### src/rtl/mult_share_arbiter_if.sv
// mult_share_arbiter_if
//   Bundle of requester, shared-multiplier and response signals for
//   mult_share_arbiter.
//   Ports of the bundle:
//     req_valid/req_a/req_b  requester operand pairs (4 bits per requester)
//     req_ready              one-hot accept back to requesters
//     mul_a/mul_b/mul_p      operand and product connection to the multiplier
//     rsp_valid/rsp_ready    response handshake
//     rsp_p/rsp_id           product and owning requester index
//     busy                   arbiter is not idle
//   Modports: slave = arbiter side, master = requester/multiplier/consumer side.
interface mult_share_arbiter_if #(
   parameter int NREQ = 4,
   parameter int IDW  = 2
);
   logic [NREQ-1:0]   req_valid;
   logic [4*NREQ-1:0] req_a;
   logic [4*NREQ-1:0] req_b;
   logic [NREQ-1:0]   req_ready;
   logic [3:0]        mul_a;
   logic [3:0]        mul_b;
   logic [7:0]        mul_p;
   logic              rsp_valid;
   logic              rsp_ready;
   logic [7:0]        rsp_p;
   logic [IDW-1:0]    rsp_id;
   logic              busy;

   modport slave (
      input  req_valid, req_a, req_b, mul_p, rsp_ready,
      output req_ready, mul_a, mul_b, rsp_valid, rsp_p, rsp_id, busy
   );

   modport master (
      output req_valid, req_a, req_b, mul_p, rsp_ready,
      input  req_ready, mul_a, mul_b, rsp_valid, rsp_p, rsp_id, busy
   );
endinterface

### src/rtl/mult_share_arbiter.sv
// mult_share_arbiter
//   Shares one combinational 4x4 unsigned multiplier among NREQ requesters.
//   A winner is picked while idle, its operands are registered onto mul_a/mul_b,
//   the product is captured SETTLE cycles later and presented with the
//   requester index until the consumer takes it.
//   Ports:
//     clk    rising-edge clock
//     rst_n  asynchronous active-low reset
//     bus    mult_share_arbiter_if.slave (requests, multiplier link, response)
//   Configuration:
//     MULT_ARB_ROUND_ROBIN_EN defined   -> round-robin arbitration
//     MULT_ARB_ROUND_ROBIN_EN undefined -> fixed priority, lowest index wins
//
//   state  | meaning
//   IDLE   | waiting for any req_valid, grant presented on req_ready
//   WAIT   | operands held on the multiplier, counting settle cycles
//   RESP   | product held on rsp_p/rsp_id until rsp_ready
module mult_share_arbiter #(
   parameter int NREQ   = 4,
   parameter int SETTLE = 1,
   parameter int IDW    = 2
) (
   input  logic                  clk,
   input  logic                  rst_n,
   mult_share_arbiter_if.slave   bus
);
   localparam int CW = (SETTLE < 2) ? 1 : $clog2(SETTLE + 1);

   localparam logic [1:0] S_IDLE = 2'd0;
   localparam logic [1:0] S_WAIT = 2'd1;
   localparam logic [1:0] S_RESP = 2'd2;

   logic [1:0]     state_q, state_d;
   logic [CW-1:0]  cnt_q, cnt_d;
   logic [3:0]     mul_a_q, mul_a_d;
   logic [3:0]     mul_b_q, mul_b_d;
   logic [7:0]     rsp_p_q, rsp_p_d;
   logic [IDW-1:0] rsp_id_q, rsp_id_d;

   logic           any_req;
   logic [IDW-1:0] gnt_idx;
   logic           accept;

   assign accept = (state_q == S_IDLE) && any_req;

`ifdef MULT_ARB_ROUND_ROBIN_EN
   logic [IDW-1:0] rr_ptr_q, rr_ptr_d;

   // Scan from the far end back toward rr_ptr so the first requester at or
   // after rr_ptr is the last one written, i.e. the winner.
   always_comb begin
      int idx;
      idx     = 0;
      gnt_idx = '0;
      any_req = 1'b0;
      for (int k = NREQ - 1; k >= 0; k--) begin
         idx = (int'(rr_ptr_q) + k) % NREQ;
         if (bus.req_valid[idx]) begin
            gnt_idx = IDW'(idx);
            any_req = 1'b1;
         end
      end
   end

   always_comb begin
      rr_ptr_d = rr_ptr_q;
      if (accept) begin
         rr_ptr_d = (gnt_idx == IDW'(NREQ - 1)) ? '0 : gnt_idx + IDW'(1);
      end
   end

   always_ff @(posedge clk or negedge rst_n) begin
      if (!rst_n) rr_ptr_q <= '0;
      else        rr_ptr_q <= rr_ptr_d;
   end
`else
   always_comb begin
      gnt_idx = '0;
      any_req = 1'b0;
      for (int i = NREQ - 1; i >= 0; i--) begin
         if (bus.req_valid[i]) begin
            gnt_idx = IDW'(i);
            any_req = 1'b1;
         end
      end
   end
`endif

   always_comb begin
      state_d  = state_q;
      cnt_d    = cnt_q;
      mul_a_d  = mul_a_q;
      mul_b_d  = mul_b_q;
      rsp_p_d  = rsp_p_q;
      rsp_id_d = rsp_id_q;
      case (state_q)
         S_IDLE: begin
            if (any_req) begin
               mul_a_d  = bus.req_a[4*int'(gnt_idx) +: 4];
               mul_b_d  = bus.req_b[4*int'(gnt_idx) +: 4];
               rsp_id_d = gnt_idx;
               cnt_d    = CW'(SETTLE);
               state_d  = S_WAIT;
            end
         end
         S_WAIT: begin
            cnt_d = cnt_q - CW'(1);
            if (cnt_q == CW'(1)) begin
               rsp_p_d = bus.mul_p;
               state_d = S_RESP;
            end
         end
         S_RESP: begin
            if (bus.rsp_ready) state_d = S_IDLE;
         end
         default: state_d = S_IDLE;
      endcase
   end

   always_ff @(posedge clk or negedge rst_n) begin
      if (!rst_n) begin
         state_q  <= S_IDLE;
         cnt_q    <= '0;
         mul_a_q  <= '0;
         mul_b_q  <= '0;
         rsp_p_q  <= '0;
         rsp_id_q <= '0;
      end else begin
         state_q  <= state_d;
         cnt_q    <= cnt_d;
         mul_a_q  <= mul_a_d;
         mul_b_q  <= mul_b_d;
         rsp_p_q  <= rsp_p_d;
         rsp_id_q <= rsp_id_d;
      end
   end

   assign bus.req_ready = accept ? (NREQ'(1) << gnt_idx) : '0;
   assign bus.mul_a     = mul_a_q;
   assign bus.mul_b     = mul_b_q;
   assign bus.rsp_valid = (state_q == S_RESP);
   assign bus.rsp_p     = rsp_p_q;
   assign bus.rsp_id    = rsp_id_q;
   assign bus.busy      = (state_q != S_IDLE);
endmodule

### src/flat_wrapper.sv
// flat-port wrapper written by rule: the top's interface ports become plain ports
module mult_share_arbiter_flat 
#(
   parameter int NREQ   = 4,
   parameter int SETTLE = 1,
   parameter int IDW    = 2
)
  (clk, rst_n, bus_req_valid, bus_req_a, bus_req_b, bus_mul_p, bus_rsp_ready, bus_req_ready, bus_mul_a, bus_mul_b, bus_rsp_valid, bus_rsp_p, bus_rsp_id, bus_busy);
  mult_share_arbiter_if #(.NREQ(NREQ), .IDW(IDW)) bus_i ();
  input  logic clk;
  input  logic rst_n;
  input wire logic [$bits(bus_i.req_valid)-1:0] bus_req_valid;
  input wire logic [$bits(bus_i.req_a)-1:0] bus_req_a;
  input wire logic [$bits(bus_i.req_b)-1:0] bus_req_b;
  input wire logic [$bits(bus_i.mul_p)-1:0] bus_mul_p;
  input wire logic [$bits(bus_i.rsp_ready)-1:0] bus_rsp_ready;
  output wire logic [$bits(bus_i.req_ready)-1:0] bus_req_ready;
  output wire logic [$bits(bus_i.mul_a)-1:0] bus_mul_a;
  output wire logic [$bits(bus_i.mul_b)-1:0] bus_mul_b;
  output wire logic [$bits(bus_i.rsp_valid)-1:0] bus_rsp_valid;
  output wire logic [$bits(bus_i.rsp_p)-1:0] bus_rsp_p;
  output wire logic [$bits(bus_i.rsp_id)-1:0] bus_rsp_id;
  output wire logic [$bits(bus_i.busy)-1:0] bus_busy;
  assign bus_i.req_valid = bus_req_valid;
  assign bus_i.req_a = bus_req_a;
  assign bus_i.req_b = bus_req_b;
  assign bus_i.mul_p = bus_mul_p;
  assign bus_i.rsp_ready = bus_rsp_ready;
  assign bus_req_ready = bus_i.req_ready;
  assign bus_mul_a = bus_i.mul_a;
  assign bus_mul_b = bus_i.mul_b;
  assign bus_rsp_valid = bus_i.rsp_valid;
  assign bus_rsp_p = bus_i.rsp_p;
  assign bus_rsp_id = bus_i.rsp_id;
  assign bus_busy = bus_i.busy;
  mult_share_arbiter #(.NREQ(NREQ), .SETTLE(SETTLE), .IDW(IDW)) u_core (.clk(clk), .rst_n(rst_n), .bus(bus_i));
endmodule
### config.mk
export PLATFORM = sky130hd
export DESIGN_NAME = mult_share_arbiter_flat
export DESIGN_NICKNAME = d
export VERILOG_FILES = /design/src/rtl/mult_share_arbiter_if.sv /design/src/rtl/mult_share_arbiter.sv /design/src/flat_wrapper.sv
export SDC_FILE = /design/constraint.sdc
export NUM_CORES = 1
export LEC_CHECK = 0
export ABC_AREA = 1
export BUFFER_PORTS_ARGS = -buffer_cell sky130_fd_sc_hd__clkbuf_2
export CORE_UTILIZATION = 48
export DETAILED_ROUTE_END_ITERATION = 10
export PLACE_DENSITY_LB_ADDON = 0.1
export SETUP_SLACK_MARGIN = 0.1
export SLEW_MARGIN = 10
export SYNTH_ARGS = -nofsm -noshare
export SYNTH_HDL_FRONTEND = slang
export SYNTH_SLANG_ARGS = --single-unit
export TNS_END_PERCENT = 30
### constraint.sdc
create_clock -name clk -period 3.8 [get_ports clk]
set_input_delay 0.76 -clock clk [delete_from_list [all_inputs] [get_ports clk]]
set_output_delay 0.76 -clock clk [all_outputs]
set_load 0.005 [all_outputs]
; After elaboration in Yosys (flattened, before gate mapping)
; Cells that the tools add are included.
[op_classes]
addsub = 1
eq_ne = 5
shift = 3
muxes = 15
n_reduce_logical = 8
[ops]
columns = cell, n
row1 = 16-bit by 5-bit indexed part select with 4-bit output, 2
row2 = 2-bit two-way mux, 7
row3 = 2-bit case mux with 3 select lines, 1
row4 = 2-bit AND reduction, 3
row5 = 1-bit two-way mux, 5
row6 = 4-bit two-way mux, 1
row7 = "2-bit by 1-bit != test with 1-bit output, second input constant", 2
row8 = 2-bit nonzero test, 2
row9 = "1-bit by 2-bit left shift with 4-bit output, first input constant", 1
row10 = 3-bit AND reduction, 1
row11 = "2-bit by 1-bit equality test with 1-bit output, second input constant", 1
row12 = "2-bit equality test, second input constant", 1
row13 = 2-bit logical NOT, 1
row14 = "2-bit != test, second input constant", 1
row15 = 1-bit case mux with 2 select lines, 1
row16 = 1-bit logical AND, 1
row17 = "1-bit subtractor, second input constant", 1
[word_totals]
regBits = 21
in_bits = 47
output_inout_bits = 24
wordCells = 38

; Logic depth before layout (Yosys ltp)
[depth]
word_depth = 6
ltp_mapped = 8
depth_no_buf = 8

; Worst setup path before layout
; Ideal clock, no wire load.
[synth_timing]
kind = input -> output
start = in bus_req_valid[0]
end = out bus_req_ready[2]
t_arrival_ns = 1.346
required_time_ns = 3.040
path_slack_ns = 1.694
path_stages = 5
n_path_buf = 0
cell_sequence = nor2_2 inv_2 nor2_8 nand2_1 nor2_1
[synth_via]
elab_chain_cells = 3
elab_cells_between_ends = 5
classes_between = shift (1) / mux (3) / reduce/logical (1)
[synth_rtl]
columns = element, line_no
row1 = "start, declared", flat_wrapper.sv:12  ; input wire logic [$bits(bus_i.req_valid)-1:0] bus_req_valid;
row2 = 2-bit two-way mux / 1-bit two-way mux (equally long branches), mult_share_arbiter.sv:81  ; if (bus.req_valid[i]) begin
row3 = 1-bit by 2-bit left shift with 4-bit output / 1-bit logical AND (equally long branches), "mult_share_arbiter.sv:138, mult_share_arbiter.sv:44"
row4 = 4-bit two-way mux *, mult_share_arbiter.sv:138  ; assign bus.req_ready = accept ? (NREQ'(1) << gnt_idx) : '0;
row5 = "end, declared", flat_wrapper.sv:17  ; output wire logic [$bits(bus_i.req_ready)-1:0] bus_req_ready;
; Every way passes the cells marked *; elsewhere a longest branch is shown, timed or not.

; Final worst setup path
[layout_timing]
start = in bus_req_valid[0]
end = out bus_req_ready[3]
; The elaborated chain is that of the path after synthesis.

==> summary by stage <==
Run status
The run finished with clean final reports.

CTS
The cell sitting at the root of the clock tree is a sky130_fd_sc_hd__clkbuf_4. The post-CTS setup buffer count is 0. The number of resized instances in the post-cts repair step is 0. The longest clock path from root to sink contains 2 buffers. The clock tree from TritonCTS is done. Clock-pin slew was measured on the worst setup and hold paths at 0.12 ns. Hold repair after CTS inserted 0 buffers. The H-tree depth is 1. The number of clock sinks seen by CTS is 21.

The total clock buffers created by CTS is 3. The clock latency reported for the late side of the worst-skew pair is 0.30 ns.

Logic synthesis
The total of warnings raised by yosys is 0. The most common cell in the netlist is sky130_fd_sc_hd__nand2_1. After synthesis, the cell types taking the most area are sky130_fd_sc_hd__dfrtp_1, sky130_fd_sc_hd__nand2_1, sky130_fd_sc_hd__nand3_1, sky130_fd_sc_hd__inv_1, sky130_fd_sc_hd__nor2_1.

The share of synthesized area in the top cell type comes to 39.8%. The cell type contributing the most total cell area after synthesis is sky130_fd_sc_hd__dfrtp_1. The count of cell types in the netlist is 18. When the netlist entered floorplanning its net count stood at 246. The commonest cells after synthesis are sky130_fd_sc_hd__nand2_1, sky130_fd_sc_hd__nand3_1, sky130_fd_sc_hd__inv_1. Counting every instance in the synthesized netlist gives 199. Counting flops with a built-in enable in the synthesized netlist gives 0.

The post-synthesis instance area is 1320 µm². The average cell area after synthesis is 6.63 µm². After synthesis, the share of flip-flops with an asynchronous set or reset is 100%. The most common flop cell mapped by yosys is sky130_fd_sc_hd__dfrtp_1. The register bit count reported by yosys is 21. The sequential-to-total area share from yosys stat is 39.8%.

Worst setup path
The category of the critical setup timing path is input pin to output pin. The startpoint of the most critical setup path is bus_req_valid[0]. The source of the worst register-to-register timing path is u_core.state_q[1]$_DFFE_PN0P_. The number of cell instances on the worst register-to-register path is 6. The worst setup path is captured at an output pin. Along the worst path, the maximum fanout reaches 17.

The endpoint identified for the worst register-to-register timing path is u_core.bus.rsp_p[6]$_DFFE_PN0P_. For the worst setup path, the data arrival time is 1.76 ns. The endpoint of the most critical setup path is bus_req_ready[3]. Setup slack on the worst reg-to-reg path comes out at 1.93 ns. The nature of the critical path startpoint is an input pin. For the worst setup path, the data required time is 3.04 ns.

Hold path
The class of the worst hold path is input pin to async pin.

Floorplanning
The floorplan step set the die height to 54.4 µm. The cell row count is 18. The initial utilization of the core area, before any placement, comes to 51.8%.

The placeable core region is 2540 µm². The total die area is 2960 µm². The die is 54.4 µm wide.

For this design the top-level I/O count stands at 71.

Power and ir drop
In this run, the clock network consumes 11.5% of the power. The power per cell area is 556 nW/µm². The internal power contribution is 0.559 mW. The static leakage power is 1.12 nW.

The combinational share of power is 46.8%. The part of the power in registers is 41.7%. The worst-case IR drop observed on VDD is 0.554 mV. The analysis attributes to net switching a power of 0.391 mW. Net switching is 41.1% of the power.

STA
On the final layout, the worst hold slack is 0.395 ns. Between clock sinks in the finished design, the worst skew comes to 0.00401 ns. The peak clock frequency supported by timing is 0.396 GHz.

At the pin with the least slew margin, the transition time is 0.691 ns. Setup repair after global routing left no endpoint under its margin. The smallest clock period supported by the final layout is computed as 2.52 ns.

The final critical path takes up 66.4% of the cycle. The number of slew-limit violations in the final report is 0. The worst relative slew slack is 53.7%. The final worst slack is 1.28 ns. The number of hold-slack violations in the final timing report is 0.

Setup violations remaining at the end of the flow were counted as 0. Summed over all failing endpoints, the final setup total negative slack is 0 ns.

Final layout
The number of fill cells is 265. The area added between synthesis and finish is 29.5%. In the final layout, the multi-input gates occupy 607 µm². The design area is 1710 µm².

Cells with a size suffix above 1 make up 32.3% of the layout. In the final layout, flip-flops and latches occupy 526 µm². The number of inserted diodes is 0.

The final cell count without fillers is 299. The net count of the finished layout is 317.

Route
The vias after detailed routing is 1,376. The post-route antenna net violation count is 0. The total wirelength of the detailed-routed design is 2.86 mm. The violation count after the first detailed-routing iteration is 22. Using the TritonRoute via totals, the vias-per-cell ratio works out to 4.60. The total iterations of the first detailed-routing run is 4. In the final routed layout, each cell accounts on average for 9.57 µm.

The remaining routing DRC violations is 0.

Global route
For met3 alone, demand over resource in global routing was 6.11%. The number of antenna violations at the first check in global routing was 0. The number of global-route vias before repair is 1,128. met2 is the most crowded layer. The total overflow left after global routing is 0. The maximum number of pins on one net before global-route repair is 22. Global routing used 21.9% of the available tracks.

Global routing consumed, on the met1 layer, 28.7% of the routing resources. Global routing used 36.4% of the available met2 tracks. The first-pass GRT wire length is 4.62 mm.

Placement
The number of cells after detailed placement is 295. The post-DP HPWL is 2.35 mm. In this run the tool buffered the top-level ports with 70 buffer cells. The post-placement setup slack is 1.27 ns. Routability-driven placement finished with a final weighted congestion of 0.784.

The standard cell area after detailed placement is 1680 µm².

Run
The tool flagged a number of max-cap violations equal to 0.
==> layout make-up <==
type	instances	area share, %
Clock buffer	4	1.54
Inverter	43	9.45
Multi-Input combinational cell	131	35.5
Sequential cell	21	30.8
Tap cell	30	2.20
Timing Repair Buffer	70	20.5
==> cells in the final DEF, fill, tap and decap left out <==
| master | netlist | layout |
|---|---|---|
| sky130_fd_sc_hd__nand3_1 | 40 | 40 |
| sky130_fd_sc_hd__nand2_2 | 2 | 2 |
| sky130_fd_sc_hd__clkbuf_2 | 0 | 70 |
| sky130_fd_sc_hd__a21oi_1 | 2 | 2 |
| sky130_fd_sc_hd__nor2_1 | 8 | 8 |
| sky130_fd_sc_hd__nand2_4 | 1 | 1 |
| sky130_fd_sc_hd__clkbuf_4 | 0 | 3 |
| sky130_fd_sc_hd__inv_1 | 37 | 37 |
| sky130_fd_sc_hd__nor2_2 | 2 | 2 |
| sky130_fd_sc_hd__clkbuf_1 | 0 | 1 |
| sky130_fd_sc_hd__nor2_8 | 1 | 1 |
| sky130_fd_sc_hd__inv_2 | 5 | 5 |
| sky130_fd_sc_hd__nor2_4 | 1 | 1 |
| sky130_fd_sc_hd__clkinv_1 | 1 | 1 |
| sky130_fd_sc_hd__o21ai_2 | 1 | 1 |
| sky130_fd_sc_hd__dfrtp_1 | 21 | 21 |
| sky130_fd_sc_hd__nand2_1 | 71 | 71 |
| sky130_fd_sc_hd__o31ai_1 | 1 | 1 |
| sky130_fd_sc_hd__a21oi_4 | 1 | 1 |
==> cells by family after synthesis <==
logic type,Yosys count,share of synthesized area [%]
and+or+nand+nor,126,42.8
DFF,21,39.8
buffers and inverters,47,14.1
AOI/OAI and AO/OA,5,3.23
==> worst max-delay path, stage by stage <==
cell and delay [ns]:
sky130_fd_sc_hd__clkbuf_2 0.11, sky130_fd_sc_hd__nor2_1 0.13, sky130_fd_sc_hd__nand2_2 0.19, sky130_fd_sc_hd__nand2_2 0.24, sky130_fd_sc_hd__inv_1 0.09, sky130_fd_sc_hd__nor2_1 0.12
sky130_fd_sc_hd__clkbuf_2 0.13
==> stage by stage <==
step / total power, mW / util [%]
floorplan: 0.665 / -
global placement: 0.843 / 66.1
detailed placement: 0.851 / 66.1
CTS: 0.959 / 67.1
global route: 1.05 / 67.1
finish: 0.950 / 67.1
==> per-layer routing <==
| layer | part of all wire (%) | vias up | routed length (µm) |
|---|---|---|---|
| li1 | - | 740 | - |
| met1 | 48 | 596 | 1370 |
| met2 | 47 | 40 | 1330 |
| met3 | 5.8 | 0 | 165 |
| met4 | 0 | 0 | 0 |
| met5 | 0 | - | 0 |
==> state kept, by name (all words and copies together) (netlist names) <==
register	count
u_core.bus.mul_a	4
u_core.bus.rsp_id	2
u_core.bus.mul_b	4
u_core.cnt_q	1
u_core.bus.rsp_p	8
u_core.state_q	2
==> power groups by stage <==
stage | Combinational, mW | Clock [mW] | Sequential [mW]
2_1_floorplan | 0.261 | 0 | 0.403
3_3_place_gp | 0.445 | 0 | 0.398
3_5_place_dp | 0.449 | 0 | 0.402
4_1_cts | 0.451 | 0.110 | 0.398
5_1_grt | 0.520 | 0.121 | 0.412
6_report | 0.444 | 0.109 | 0.397
==> worst min-delay path by stage <==
stage	start	to	slack (ns)	depth (start not counted)
2_1_floorplan	rst_n	u_core.bus.mul_a[0]$_DFFE_PN0P_	0.46	0
3_3_place_gp	u_core.bus.rsp_p[4]$_DFFE_PN0P_	u_core.bus.rsp_p[4]$_DFFE_PN0P_	0.46	2
3_5_place_dp	u_core.bus.rsp_p[4]$_DFFE_PN0P_	u_core.bus.rsp_p[4]$_DFFE_PN0P_	0.46	2
4_1_cts	rst_n	u_core.bus.mul_b[0]$_DFFE_PN0P_	0.40	1
5_1_grt	rst_n	u_core.bus.mul_b[1]$_DFFE_PN0P_	0.42	1
6_report	rst_n	u_core.bus.mul_b[0]$_DFFE_PN0P_	0.40	1
(Power assumes the default switching activity.)
